==> config.mk <==
export PLATFORM = sky130hd
export DESIGN_NAME = microsequencer_flat
export DESIGN_NICKNAME = d
export VERILOG_FILES = /design/src/rtl/seq_pkg.sv /design/src/rtl/microsequencer_if.sv /design/src/rtl/seq_step_counter.sv /design/src/rtl/microsequencer.sv /design/src/flat_wrapper.sv
export SDC_FILE = /design/constraint.sdc
export NUM_CORES = 1
export LEC_CHECK = 0
export ABC_AREA = 1
export CAP_MARGIN = 0
export CORE_MARGIN = 2
export CORE_UTILIZATION = 28
export CTS_BUF_LIST = sky130_fd_sc_hd__clkbuf_4
export CTS_CLUSTER_DIAMETER = 60
export CTS_CLUSTER_SIZE = 24
export DETAILED_ROUTE_END_ITERATION = 8
export PLACE_DENSITY = 0.88
export SLEW_MARGIN = 40
export SYNTH_ARGS = -nofsm -noshare
export SYNTH_HDL_FRONTEND = slang
export SYNTH_HIERARCHICAL = 1
export SYNTH_SLANG_ARGS = --single-unit
==> constraint.sdc <==
create_clock -name CLK -period 1.4 [get_ports CLK]
set_input_delay 0.21 -clock CLK [delete_from_list [all_inputs] [get_ports CLK]]
set_output_delay 0.21 -clock CLK [all_outputs]
set_load 0.05 [all_outputs]
==> src/rtl/seq_pkg.sv <==
// Shared types, width helpers and default control words for the microsequencer.
package seq_pkg;

   typedef enum logic [1:0] {
      FETCH0 = 2'd0,
      FETCH1 = 2'd1,
      EXEC   = 2'd2,
      HALT   = 2'd3
   } seq_state_e;

   localparam logic [15:0] DEF_IDLE_WORD   = 16'h0FFF;
   localparam logic [15:0] DEF_FETCH0_WORD = 16'h0BF7;
   localparam logic [15:0] DEF_FETCH1_WORD = 16'h1DFF;

   function automatic int step_w_f(input int max_steps);
      return $clog2(max_steps);
   endfunction

   // Execute-step index width; never collapses below one bit for 3-step builds.
   function automatic int ustep_w_f(input int max_steps);
      int w;
      w = $clog2(max_steps - 32'sd2);
      return (w < 32'sd1) ? 32'sd1 : w;
   endfunction

endpackage

==> src/rtl/microsequencer_if.sv <==
// Sequencer <-> IR/flags/ROM/datapath bundle; SEQ_SINGLE_STEP_EN adds STEP_MODE.
interface microsequencer_if #(
   parameter int OPCODE_W  = 4,
   parameter int CTRL_W    = 16,
   parameter int MAX_STEPS = 6
);
   import seq_pkg::*;

   localparam int STEP_W  = step_w_f(MAX_STEPS);
   localparam int USTEP_W = ustep_w_f(MAX_STEPS);
   localparam int UADDR_W = OPCODE_W + 2 + USTEP_W;

   logic [OPCODE_W-1:0] OPCODE;
   logic                CF;
   logic                ZF;
   logic [UADDR_W-1:0]  UADDR;
   logic [CTRL_W-1:0]   UWORD;
   logic                UEND;
   logic                UHLT;
   logic                RESUME;
   logic [CTRL_W-1:0]   CTRL;
   logic                T0;
   logic                HALTED;
   logic [STEP_W-1:0]   STEP;

`ifdef SEQ_SINGLE_STEP_EN
   logic                STEP_MODE;

   modport master (
      input  OPCODE, CF, ZF, UWORD, UEND, UHLT, RESUME, STEP_MODE,
      output UADDR, CTRL, T0, HALTED, STEP
   );
   modport slave (
      output OPCODE, CF, ZF, UWORD, UEND, UHLT, RESUME, STEP_MODE,
      input  UADDR, CTRL, T0, HALTED, STEP
   );
`else
   modport master (
      input  OPCODE, CF, ZF, UWORD, UEND, UHLT, RESUME,
      output UADDR, CTRL, T0, HALTED, STEP
   );
   modport slave (
      output OPCODE, CF, ZF, UWORD, UEND, UHLT, RESUME,
      input  UADDR, CTRL, T0, HALTED, STEP
   );
`endif

endinterface

==> src/rtl/seq_step_counter.sv <==
// T-state counter clocked on the falling edge; clear wins over enable.
module seq_step_counter #(
   parameter int WIDTH = 3
) (
   input  logic             clk_i,
   input  logic             rst_ni,
   input  logic             clr_i,
   input  logic             en_i,
   output logic [WIDTH-1:0] cnt_o
);

   logic [WIDTH-1:0] cnt_q;
   logic [WIDTH-1:0] cnt_d;

   // Next count: clear, increment or hold
   always_comb begin
      cnt_d = cnt_q;
      if (clr_i) begin
         cnt_d = '0;
      end else if (en_i) begin
         cnt_d = cnt_q + WIDTH'(1);
      end else begin
         cnt_d = cnt_q;
      end
   end

   // Count register
   always_ff @(negedge clk_i or negedge rst_ni) begin
      if (!rst_ni) begin
         cnt_q <= '0;
      end else begin
         cnt_q <= cnt_d;
      end
   end

   assign cnt_o = cnt_q;

endmodule

==> src/rtl/microsequencer.sv <==
// Fetch/execute/halt microsequencer driving the datapath control word from an async ROM.
// Optional single-instruction stepping is enabled by defining SEQ_SINGLE_STEP_EN.
module microsequencer
   import seq_pkg::*;
#(
   parameter int              OPCODE_W    = 4,
   parameter int              CTRL_W      = 16,
   parameter int              MAX_STEPS   = 6,
   parameter logic [CTRL_W-1:0] IDLE_WORD   = CTRL_W'(DEF_IDLE_WORD),
   parameter logic [CTRL_W-1:0] FETCH0_WORD = CTRL_W'(DEF_FETCH0_WORD),
   parameter logic [CTRL_W-1:0] FETCH1_WORD = CTRL_W'(DEF_FETCH1_WORD)
) (
   input  logic             CLK,
   input  logic             RESETn,
   microsequencer_if.master bus
);

   localparam int                STEP_W    = step_w_f(MAX_STEPS);
   localparam int                USTEP_W   = ustep_w_f(MAX_STEPS);
   localparam logic [STEP_W-1:0] LAST_STEP = STEP_W'(MAX_STEPS - 1);

   seq_state_e        state_q, state_d;
   logic              started_q;
   logic              cf_q, cf_d;
   logic              zf_q, zf_d;
   logic [STEP_W-1:0] step_s;
   logic              en_s;
   logic              clr_s;
   logic              step_mode_s;
   logic [CTRL_W-1:0] ctrl_s;

`ifdef SEQ_SINGLE_STEP_EN
   assign step_mode_s = bus.STEP_MODE;
`else
   assign step_mode_s = 1'b0;
`endif

   // Next-state decode; the first edge after reset release keeps FETCH0
   always_comb begin
      state_d = state_q;
      case (state_q)
         FETCH0: begin
            if (started_q) begin
               state_d = FETCH1;
            end else begin
               state_d = FETCH0;
            end
         end
         FETCH1: state_d = EXEC;
         EXEC: begin
            if (bus.UHLT) begin
               state_d = HALT;
            end else if (bus.UEND || (step_s == LAST_STEP)) begin
               if (step_mode_s) begin
                  state_d = HALT;
               end else begin
                  state_d = FETCH0;
               end
            end else begin
               state_d = EXEC;
            end
         end
         HALT: begin
            if (bus.RESUME) begin
               state_d = FETCH0;
            end else begin
               state_d = HALT;
            end
         end
         default: state_d = FETCH0;
      endcase
   end

   // Flags are captured once per instruction, as FETCH0 is left
   always_comb begin
      if ((state_q == FETCH0) && (state_d != FETCH0)) begin
         cf_d = bus.CF;
         zf_d = bus.ZF;
      end else begin
         cf_d = cf_q;
         zf_d = zf_q;
      end
   end

   // State and latched-flag registers
   always_ff @(negedge CLK or negedge RESETn) begin
      if (!RESETn) begin
         state_q   <= FETCH0;
         started_q <= 1'b0;
         cf_q      <= 1'b0;
         zf_q      <= 1'b0;
      end else begin
         state_q   <= state_d;
         started_q <= 1'b1;
         cf_q      <= cf_d;
         zf_q      <= zf_d;
      end
   end

   assign en_s  = (state_d == FETCH1) || (state_d == EXEC);
   assign clr_s = ~en_s;

   seq_step_counter #(
      .WIDTH (STEP_W)
   ) u_step_counter (
      .clk_i  (CLK),
      .rst_ni (RESETn),
      .clr_i  (clr_s),
      .en_i   (en_s),
      .cnt_o  (step_s)
   );

   // Control word select, forced idle while reset is held
   always_comb begin
      ctrl_s = IDLE_WORD;
      if (!RESETn) begin
         ctrl_s = IDLE_WORD;
      end else begin
         case (state_q)
            FETCH0:  ctrl_s = FETCH0_WORD;
            FETCH1:  ctrl_s = FETCH1_WORD;
            EXEC:    ctrl_s = bus.UWORD;
            HALT:    ctrl_s = IDLE_WORD;
            default: ctrl_s = IDLE_WORD;
         endcase
      end
   end

   assign bus.CTRL   = ctrl_s;
   assign bus.T0     = RESETn && (state_q == FETCH0);
   assign bus.HALTED = RESETn && (state_q == HALT);
   assign bus.STEP   = step_s;
   assign bus.UADDR  = {bus.OPCODE, cf_q, zf_q, USTEP_W'(step_s - STEP_W'(2))};

endmodule

==> src/flat_wrapper.sv <==
// flat-port wrapper written by rule: the top's interface ports become plain ports
module microsequencer_flat import seq_pkg::*;
#(
   parameter int              OPCODE_W    = 4,
   parameter int              CTRL_W      = 16,
   parameter int              MAX_STEPS   = 6,
   parameter logic [CTRL_W-1:0] IDLE_WORD   = CTRL_W'(DEF_IDLE_WORD),
   parameter logic [CTRL_W-1:0] FETCH0_WORD = CTRL_W'(DEF_FETCH0_WORD),
   parameter logic [CTRL_W-1:0] FETCH1_WORD = CTRL_W'(DEF_FETCH1_WORD)
)
  (CLK, RESETn, bus_OPCODE, bus_CF, bus_ZF, bus_UWORD, bus_UEND, bus_UHLT, bus_RESUME, bus_UADDR, bus_CTRL, bus_T0, bus_HALTED, bus_STEP);
  microsequencer_if #(.OPCODE_W(OPCODE_W), .CTRL_W(CTRL_W), .MAX_STEPS(MAX_STEPS)) bus_i ();
  input  logic CLK;
  input  logic RESETn;
  input wire logic [$bits(bus_i.OPCODE)-1:0] bus_OPCODE;
  input wire logic [$bits(bus_i.CF)-1:0] bus_CF;
  input wire logic [$bits(bus_i.ZF)-1:0] bus_ZF;
  input wire logic [$bits(bus_i.UWORD)-1:0] bus_UWORD;
  input wire logic [$bits(bus_i.UEND)-1:0] bus_UEND;
  input wire logic [$bits(bus_i.UHLT)-1:0] bus_UHLT;
  input wire logic [$bits(bus_i.RESUME)-1:0] bus_RESUME;
  output wire logic [$bits(bus_i.UADDR)-1:0] bus_UADDR;
  output wire logic [$bits(bus_i.CTRL)-1:0] bus_CTRL;
  output wire logic [$bits(bus_i.T0)-1:0] bus_T0;
  output wire logic [$bits(bus_i.HALTED)-1:0] bus_HALTED;
  output wire logic [$bits(bus_i.STEP)-1:0] bus_STEP;
  assign bus_i.OPCODE = bus_OPCODE;
  assign bus_i.CF = bus_CF;
  assign bus_i.ZF = bus_ZF;
  assign bus_i.UWORD = bus_UWORD;
  assign bus_i.UEND = bus_UEND;
  assign bus_i.UHLT = bus_UHLT;
  assign bus_i.RESUME = bus_RESUME;
  assign bus_UADDR = bus_i.UADDR;
  assign bus_CTRL = bus_i.CTRL;
  assign bus_T0 = bus_i.T0;
  assign bus_HALTED = bus_i.HALTED;
  assign bus_STEP = bus_i.STEP;
  microsequencer #(.OPCODE_W(OPCODE_W), .CTRL_W(CTRL_W), .MAX_STEPS(MAX_STEPS), .IDLE_WORD(IDLE_WORD), .FETCH0_WORD(FETCH0_WORD), .FETCH1_WORD(FETCH1_WORD)) u_core (.CLK(CLK), .RESETn(RESETn), .bus(bus_i));
endmodule
---- Yosys cells after proc, flatten, opt, wreduce, memory -nomap -nowiden ----
Index checks and enable logic that the tools add are counted.
cells by class
  $add $sub $neg .......................... 2
  multipliers ............................. 0
  div/mod/pow operators ................... 0
  order comparisons ....................... 0
  equal/unequal tests ..................... 6
  shift-type cells ........................ 0
  multiplexer cells ....................... 8
  bitwise gates (word level) .............. 0
  reduce and logical (&&, ||, !) cells .... 7
operators with widths
  cell                                                              count
  16-bit one-hot mux with 4 select lines                            1
  16-bit two-way mux                                                1
  2-bit one-hot mux with 4 select lines                             1
  2-bit == test (second input constant)                             3
  2-bit two-way mux                                                 3
  2-bit by 1-bit == test with 1-bit output (second input constant)  2
  3-bit by 1-bit adder with 3-bit output (second input constant)    1
  3-bit == test (second input constant)                             1
  1-bit logical AND                                                 3
  3-bit two-way mux                                                 1
  2-bit logical NOT                                                 1
  1-bit logical OR                                                  2
  2-bit nonzero test                                                1
  2-bit subtractor (second input constant)                          1
  1-bit two-way mux                                                 1
word-level totals
  flip-flop bits (word level) ............. 8
  latch bits .............................. 0
  bits in writable memories ............... 0
  ROM bits ................................ 0
  bits of input ports ..................... 27
  output and inout port bits .............. 29
  word-level logic and storage cells ...... 28
  memories kept ........................... 0

---- Logic depth before layout (Yosys ltp) ----
Gate-level depths: netlist (run 1).
  depth in word-level cells ............... 8
  mapped depth ............................ 11
  mapped depth without buffers ............ 11

---- Hierarchy ----
Netlist (run 1), hierarchy kept.
by module, submodules not included
  module            times used  cells each  area each (um^2)  sequential area each (um^2)
  microsequencer    1           73          464.2             125.1
  seq_step_counter  1           17          142.6             75.1

==> results.txt, run 1 <==
Crit Path Category = flop to output port
via count = 861
CP Cell Sequence = nor2_2 > inv_2 > nor2_4 > inv_4 > or2_1 > buf_6
DP Worst Slack = -1.07 ns
Final HPWL DP = 1820 um
fin nets = 188
Seq/Total Area, Yosys = 33.0%
Inst Count DP = 171
DRT iter0 DRCs = 15
Die Ht = 50.6 um
WL final = 3000 um
number of synthesized register bits = 8
Reg2Reg Depth = 12
syn_nets = 119
Via density = 4.68
HP Class = primary input to output port
H-tree levels = 1
Fill cells = 117
WHS Path Cells = 0
Post-synth EDFFs = 0
Mapped Area = 607 um^2
dominant cell by count in the synthesized netlist = nand2_1
worst hold margin = 0.420 ns
crit start category = flop
Total Routing Usage GR = 25.9%
root buf cell = clkbuf_4
P per Cell Area = 2250 nW/um^2
Routability Congestion = 0.726
total congestion overflow = 0
CTS Buf Count = 3
row count = 16
mux share of post-synthesis cell area = 0%
CTS Buffer Depth = 2
PortBufs = 47
Starting Density = 30.3%
Final Hold Vio Count = 0
VDD IR max = 1.58 mV
Clock Skews = 0.00329 ns
CORE AREA = 2000 um^2
Synth Instances = 90
Placed Instance Area = 1340 um^2
asr flop ratio synth = 100%
CTS tree = built
CTS Sinks = 8
Crit Reg-Reg Startpoint = u_core/state_q[1]
combinational family with the most area after synthesis = simple AND/OR/NAND/NOR gates
failing checks = negative setup slack
cts hold-fix bufs = 0
DRC Markers = 0
# diodes = 0
boundary pin count = 56
Routed Antenna Nets = 0
Synth Area in Compound Gates = 3.30%
largest net degree at the start of global routing = 10
fin. max-slew vios = 0
post-layout util = 79.3%
xor-xnor portion of the synthesized cell area = 0%
Critical R2R Capture = u_core/u_step_counter/cnt_o[2]
Post-Synth Simple-Gate Area = 41.0%
clk slew on worst S/H paths = 0.04 ns
ranking of synthesized cells by area = dfrtn_1 (33%), nand2_1 (14%), buf_4 (9.9%), or2_1 (9.3%), nand3_1 (7.4%)
area fraction of the dominant cell type after synthesis = 33.0%
vias in the first global route = 970
clock insertion delay at the later pin of the skew report = 0.26 ns
initial antenna violation count = 0
Post-Syn Area per Cell = 6.74 um^2
die area = 2560 um^2
crit-path max cell delay = 0.36 ns
Warnings, synthesis = 6
MaxCap Viol Count = 0
area leader, netlist = dfrtn_1
critical path capture point type = output port
Req. time, crit path = 1.19 ns
synthesis-to-layout area growth = 162%
die width = 50.6 um
Hold Startpoint = bus_OPCODE[3]
final instance area = 1590 um^2
Slowest-stage cell, CP = dfrtn_1
layout cells sized above 1 = 57.3%
Setup TNS = -19.86 ns
total chip power = 3.57 mW
worst setup margin = -0.903 ns
Main synth FF type = dfrtn_1
RSZ-0062 raised after global routing = true
run status = complete, but fails checks
synth cell count leaders = nand2_1 (22), inv_1 (10), nand3_1 (9), nor2_1 (9), or2_1 (9)
flop2flop setup slack = -0.38 ns
Layout Cells excl Fill = 184
Final setup viols = 30
first-pass GRT wire length = 4770 um
number of different library cells in the post-synthesis netlist = 17
post-DR wirelength/cell = 16.3 um
leakage dissipation = 0.734 nW
Worst Path Arrival = 2.09 ns
drt pass-1 iters = 4
Critical Path Fanout Max = 9
WHS Endpoint = bus_UADDR[7]
adder-cell share of the synthesized area = 4.12%
-- repair_timing --
| action | CTS | global route |
|---|---|---|
| pin swaps | 15 | 6 |
| setup buffers | 11 | 1 |
| resized for setup | 51 | 3 |
| setup endpoints to repair | 32 | 30 |
-- cells in the final DEF (no fill, tap or decap), drive strengths merged --
master	instances
a21oi	2
buf	51
clkbuf	3
clkdlybuf4s15	2
clkdlybuf4s50	19
conb	1
dfrtn	8
ha	2
inv	13
nand2	22
nand3	9
nand3b	1
nand4	1
nor2	11
nor3	1
o21ai	2
or2	9
-- worst max path at each step --
stage | endpoint | depth (start not counted) | start | slack [ns]
6_report | bus_CTRL[5] | 6 | u_core/state_q[0] | -0.90
4_1_cts | bus_CTRL[4] | 6 | u_core/state_q[0] | -0.86
2_1_floorplan | u_core/u_step_counter/cnt_o[0] | 9 | u_core/u_step_counter/cnt_o[1] | -0.68
3_5_place_dp | u_core/u_step_counter/cnt_o[0] | 10 | bus_RESUME | -1.07
3_3_place_gp | u_core/u_step_counter/cnt_o[0] | 10 | bus_RESUME | -1.0
5_1_grt | bus_CTRL[5] | 6 | u_core/state_q[0] | -0.97
-- worst max-delay path: cells and delay by family, from the launching register on --
kind | cells | cell delay, ns
flip-flops | 1 | 0.36
AND/OR/NAND/NOR | 3 | 0.47
buffers and inverters | 3 | 0.30
-- flip-flops by register name, indices dropped and copies added, names as in the netlist --
register / flops
u_core/u_step_counter/cnt_o: 3
u_core/state_q: 2
u_core/cf_q: 1
u_core/started_q: 1
u_core/zf_q: 1
-- per-layer routing --
| metal | GRT usage (%) | vias up | part of all wire, % |
|---|---|---|---|
| li1 | - | 409 | - |
| met1 | 27.2 | 390 | 37 |
| met2 | 46.3 | 50 | 50 |
| met3 | 6.25 | 12 | 8.7 |
| met4 | 15.3 | 0 | 4.3 |
| met5 | 0 | - | 0 |
-- layout make-up --
class	instances	area [um^2]	share of cell area [%]
repair buffers	72	843	53.1
flip-flops and latches	8	200	12.6
clock buffers	3	22.5	1.42
multi-input cells	61	434	27.3
well taps	27	33.8	2.13
inverters	13	53.8	3.39
-- power breakdown --
part / internal (mW) / switching (mW) / total (mW)
clock: 0.0977 / 0.0723 / 0.170
combinational: 1.35 / 1.64 / 2.98
sequential: 0.325 / 0.0884 / 0.414
total: 1.77 / 1.80 / 3.57
-- cells by family (layout without fill, tap and decap cells) --
| group | count (synthesis) | count (layout) |
|---|---|---|
| compound gates | 4 | 4 |
| fa+ha+maj | 2 | 2 |
| buf+inv | 21 | 88 |
| flops | 8 | 8 |
| other cells | 1 | 1 |
| simple gates | 54 | 54 |
Note: power is estimated with default switching activity, not from simulation.
==> run 2, diff against run 1 <==
--- a/config.mk
+++ b/config.mk
@@ -8,12 +8,12 @@
 export ABC_AREA = 1
 export CAP_MARGIN = 0
 export CORE_MARGIN = 2
-export CORE_UTILIZATION = 28
+export CORE_UTILIZATION = 33
 export CTS_BUF_LIST = sky130_fd_sc_hd__clkbuf_4
 export CTS_CLUSTER_DIAMETER = 60
 export CTS_CLUSTER_SIZE = 24
 export DETAILED_ROUTE_END_ITERATION = 8
-export PLACE_DENSITY = 0.88
+export PLACE_DENSITY = 0.95
 export SLEW_MARGIN = 40
 export SYNTH_ARGS = -nofsm -noshare
 export SYNTH_HDL_FRONTEND = slang
==> constraint.sdc (replaced) <==
create_clock -name CLK -period 2.85 [get_ports CLK]
set_input_delay 0.4275 -clock CLK [delete_from_list [all_inputs] [get_ports CLK]]
set_output_delay 0.4275 -clock CLK [all_outputs]
set_load 0.05 [all_outputs]
==> run 2 against run 1 <==
  * The run still ends with negative setup slack left
  * Critical path type unchanged
  * Sequential share of layout area down 0.38 points
  * Via count up 19%
  * Cell count unchanged
  * Largest power group unchanged
==> results.txt, run 2 (synthesis gave the netlist of run 1 again) <==
Crit Path Category = flop to output port
clk slew on worst S/H paths = 0.04 ns
PortBufs = 47
HP Class = flop to flop
critical path capture point type = output port
clock power share = 4.3%
Clock Skews = 0.000386 ns
Logic pwr share = 84.8%
CP Cell Sequence = nor2_2 > inv_2 > nor2_4 > inv_4 > or2_4 > buf_6
clock insertion delay at the later pin of the skew report = 0.26 ns
H-tree levels = 1
CORE AREA = 1730 um^2
CTS Sinks = 8
crit start category = flop
cts hold-fix bufs = 0
post-DR wirelength/cell = 23.3 um
Critical Path Fanout Max = 9
delay-heaviest family, CP = simple AND/OR/NAND/NOR gates
Placed Instance Area = 1340 um^2
initial antenna violation count = 0
Routed Antenna Nets = 0
MaxCap Viol Count = 0
Worst Path Arrival = 2.93 ns
worst setup margin = -0.507 ns
switching power = 1.06 mW
via count = 1,022
row count = 15
CTS Buf Count = 3
CTS Buffer Depth = 2
Starting Density = 35.1%
met3 WL = 575 um
run status = complete, but fails checks
DRC Markers = 0
number of flip-flops in the largest register = 3
total congestion overflow = 0
Via density = 5.55
Routability Congestion = 0.754
final instance area = 1640 um^2
Final setup viols = 24
WL final = 4280 um
Flop pwr share = 10.8%
failing checks = negative setup slack
leakage dissipation = 0.763 nW
Slowest-stage cell, CP = dfrtn_1
CTS tree = built
most frequent cells in the layout = buf_4 (25), clkdlybuf4s50_1 (19), buf_12 (16)
met1 WL = 1260 um
Die Ht = 46.9 um
DRT iter0 DRCs = 32
die area = 2200 um^2
first-pass GRT wire length = 4810 um
CP Buf/Inv Count = 3
largest net degree at the start of global routing = 10
VDD IR max = 1.20 mV
RSZ-0062 raised after global routing = true
Routed met2 length = 2150 um
vias in the first global route = 1,019
Setup TNS = -8.38 ns
layout cells sized above 1 = 62.9%
Highest Signal Layer = met4
Final Hold Vio Count = 0
fin. max-slew vios = 0
# diodes = 0
internal power = 944 uW
crit-path max cell delay = 0.39 ns
Final HPWL DP = 1970 um
Req. time, crit path = 2.42 ns
boundary pin count = 56
Total Routing Usage GR = 32.8%
flop2flop setup slack = 0.68 ns
P per Cell Area = 1220 nW/um^2
drt pass-1 iters = 4
Sw Share = 52.8%
synthesis-to-layout area growth = 170%
root buf cell = clkbuf_4
fin nets = 190
die width = 46.9 um
commonest non-fill, non-tap cell in the layout = buf_4
run 2: area by class of cell:
cell class / instances / area (um^2)
Timing Repair Buffer: 74 / 850
Multi-Input combinational cell: 61 / 474
Sequential cell: 8 / 200
Fill cell: 54 / 90.1
Inverter: 13 / 58.8
Tap cell: 25 / 31.3
Clock buffer: 3 / 22.5
run 2: power groups by stage:
stage	combinational [mW]	clock [mW]	sequential, mW
floorplan	0.695	0	0.229
global placement	1.14	0	0.213
detailed placement	1.19	0	0.217
CTS	1.38	0.0868	0.207
global route	1.74	0.0958	0.218
finish	1.70	0.0867	0.217
run 2: path summary, 6_finish.rpt:
kind | startpoint | end | cells past startpoint
worst max-delay path | u_core/state_q[0] | bus_CTRL[0] | 6
worst min-delay path | u_core/cf_q | u_core/cf_q | 2
worst max register to register | u_core/state_q[1] | u_core/cf_q | 11
worst min register to register | u_core/cf_q | u_core/cf_q | 2
max in group asynchronous | RESETn | u_core/state_q[1] | 2
min in group asynchronous | RESETn | u_core/started_q | 1
run 2: metal layers:
metal	global-route usage [%]	vias up
li1	-	408
met1	27.9	468
met2	61.1	112
met3	11.2	34
met4	25.6	0
met5	0	-
run 2: worst reg2reg max path: cells and delay by family, from the launching register on:
family                   cells  cell delay [ns]
AND/OR/NAND/NOR              6             0.97
flip-flops                   1             0.39
buffers and inverters        4             0.50
adder cells (fa/ha/maj)      1             0.15
run 2: stage by stage:
step,power (mW),util (%),worst slack [ns],cells,hold WS [ns]
2_1_floorplan,0.924,-,-0.0671,90,0.404
3_3_place_gp,1.35,77.8,-0.396,165,0.457
3_5_place_dp,1.41,77.8,-0.544,165,0.481
4_1_cts,1.67,87.9,-0.415,178,0.491
5_1_grt,2.06,94.8,-0.532,184,0.569
6_report,2.00,94.8,-0.507,184,0.575
run 2: repair_timing:
action / in CTS / in global routing
endpoints found under the setup margin: 26 / 24
buffers inserted: 11 / 7
gates resized for setup: 31 / 23
pin swaps: 10 / 8
==> run 3, diff against run 2 <==
--- a/config.mk
+++ b/config.mk
@@ -7,6 +7,7 @@
 export LEC_CHECK = 0
 export ABC_AREA = 1
 export CAP_MARGIN = 0
+export CORE_ASPECT_RATIO = 0.9
 export CORE_MARGIN = 2
 export CORE_UTILIZATION = 33
 export CTS_BUF_LIST = sky130_fd_sc_hd__clkbuf_4
@@ -14,6 +15,7 @@
 export CTS_CLUSTER_SIZE = 24
 export DETAILED_ROUTE_END_ITERATION = 8
 export PLACE_DENSITY = 0.95
+export REMOVE_ABC_BUFFERS = 1
 export SLEW_MARGIN = 40
 export SYNTH_ARGS = -nofsm -noshare
 export SYNTH_HDL_FRONTEND = slang
==> run 3 against run 2 <==
  * Highest routed layer unchanged
  * Non-clock buffer count up 4
  * Largest cell class unchanged
  * Global-route usage rose by 1.9 points
  * Die area barely moved
  * The flow still finishes with violations (negative setup slack)
  * Critical path type unchanged
==> results.txt, run 3 (synthesis gave the netlist of run 1 again) <==
Layout Cells excl Fill = 187
Clock Skews = 0.000855 ns
CTS tree = built
total congestion overflow = 0
CTS Buffer Depth = 2
Die Ht = 44.7 um
clk slew on worst S/H paths = 0.05 ns
CORE AREA = 1700 um^2
post-DR wirelength/cell = 24.2 um
Total Routing Usage GR = 34.7%
crit start category = flop
layout cells sized above 1 = 56.4%
Final setup viols = 28
DRT iter0 DRCs = 71
Via density = 5.70
CTS Sinks = 8
MaxCap Viol Count = 0
row count = 14
DRC Markers = 0
Req. time, crit path = 2.42 ns
most frequent cells in the layout = buf_4 (27), clkdlybuf4s50_1 (19), nand2_1 (18)
synthesis-to-layout area growth = 164%
failing checks = negative setup slack
drt pass-1 iters = 4
worst setup margin = -0.515 ns
number of flip-flops in the largest register = 3
# diodes = 0
vias in the first global route = 1,012
PortBufs = 47
initial antenna violation count = 0
clock insertion delay at the later pin of the skew report = 0.27 ns
largest net degree at the start of global routing = 11
root buf cell = clkbuf_4
Starting Density = 35.7%
Inst Count DP = 164
fin nets = 194
WL final = 4520 um
die width = 49.2 um
Crit Path Category = flop to output port
Routed Antenna Nets = 0
P per Cell Area = 1250 nW/um^2
VDD IR max = 1.16 mV
Final Hold Vio Count = 0
critical path capture point type = output port
boundary pin count = 56
Worst Path Arrival = 2.94 ns
Routability Congestion = 0.766
leakage dissipation = 0.752 nW
first-pass GRT wire length = 5520 um
via count = 1,066
CTS Buf Count = 3
HP Class = flop to flop
commonest non-fill, non-tap cell in the layout = buf_4
RSZ-0062 raised after global routing = true
fin. max-slew vios = 0
run status = complete, but fails checks
H-tree levels = 1
die area = 2200 um^2
Critical Path Fanout Max = 9
Final HPWL DP = 1990 um
Setup TNS = -8.65 ns
## run 3: final timing paths
check                                   from                             end  slack, ns  cells past startpoint
max                        u_core/state_q[1]                     bus_CTRL[4]      -0.51                      6
min                              u_core/zf_q                     u_core/zf_q       0.53                      2
max reg2reg                u_core/state_q[1]  u_core/u_step_counter/cnt_o[1]       0.84                     11
min reg2reg                      u_core/zf_q                     u_core/zf_q       0.53                      2
max in group asynchronous             RESETn               u_core/state_q[1]       0.71                      1
min in group asynchronous             RESETn                     u_core/zf_q       1.79                      1
## run 3: area by class of cell
cell class	instances	area, um^2
tap	24	30.0
multi-input combinational	61	398
sequential	8	200
timing repair buffer	78	892
clock buffer	3	22.5
fill	50	97.6
inverter	13	58.8
## run 3: per-layer routing
metal	wire, um	track usage [%]
met4	256	13.7
met2	2090	66.8
met5	0	0
met3	544	10.5
met1	1630	35.7
## run 3: worst max-delay path, cell delays in order (launching register included)
cell and delay [ns]:
dfrtn_1 0.47, buf_6 0.14, inv_6 0.04, nor2_4 0.12
inv_4 0.07, or2_1 0.23, buf_6 0.16
## run 3: report_power, final
group	total [mW]	switching [mW]	internal [mW]
Combinational	1.69	0.954	0.738
Sequential	0.216	0.0566	0.159
Clock	0.0948	0.0460	0.0487
## run 3: metrics by stage
stage / hold WS [ns] / setup WS [ns] / util, % / total power [mW] / cell area, um^2
2_1_floorplan: 0.423 / -0.756 / - / 0.780 / 547
5_1_grt: 0.556 / -0.541 / 94.3 / 2.04 / 1600
3_3_place_gp: 0.434 / -0.500 / 74.6 / 1.27 / 1270
6_report: 0.527 / -0.515 / 94.3 / 2.00 / 1600
3_5_place_dp: 0.474 / -0.643 / 74.6 / 1.34 / 1270
4_1_cts: 0.490 / -0.413 / 87.3 / 1.68 / 1480
## run 3: timing repair
action | CTS | global route
resized for setup | 30 | 25
setup buffers | 14 | 6
hold buffers | 0 | 0
endpoints found under the setup margin | 26 | 28
pin swaps | 9 | 7
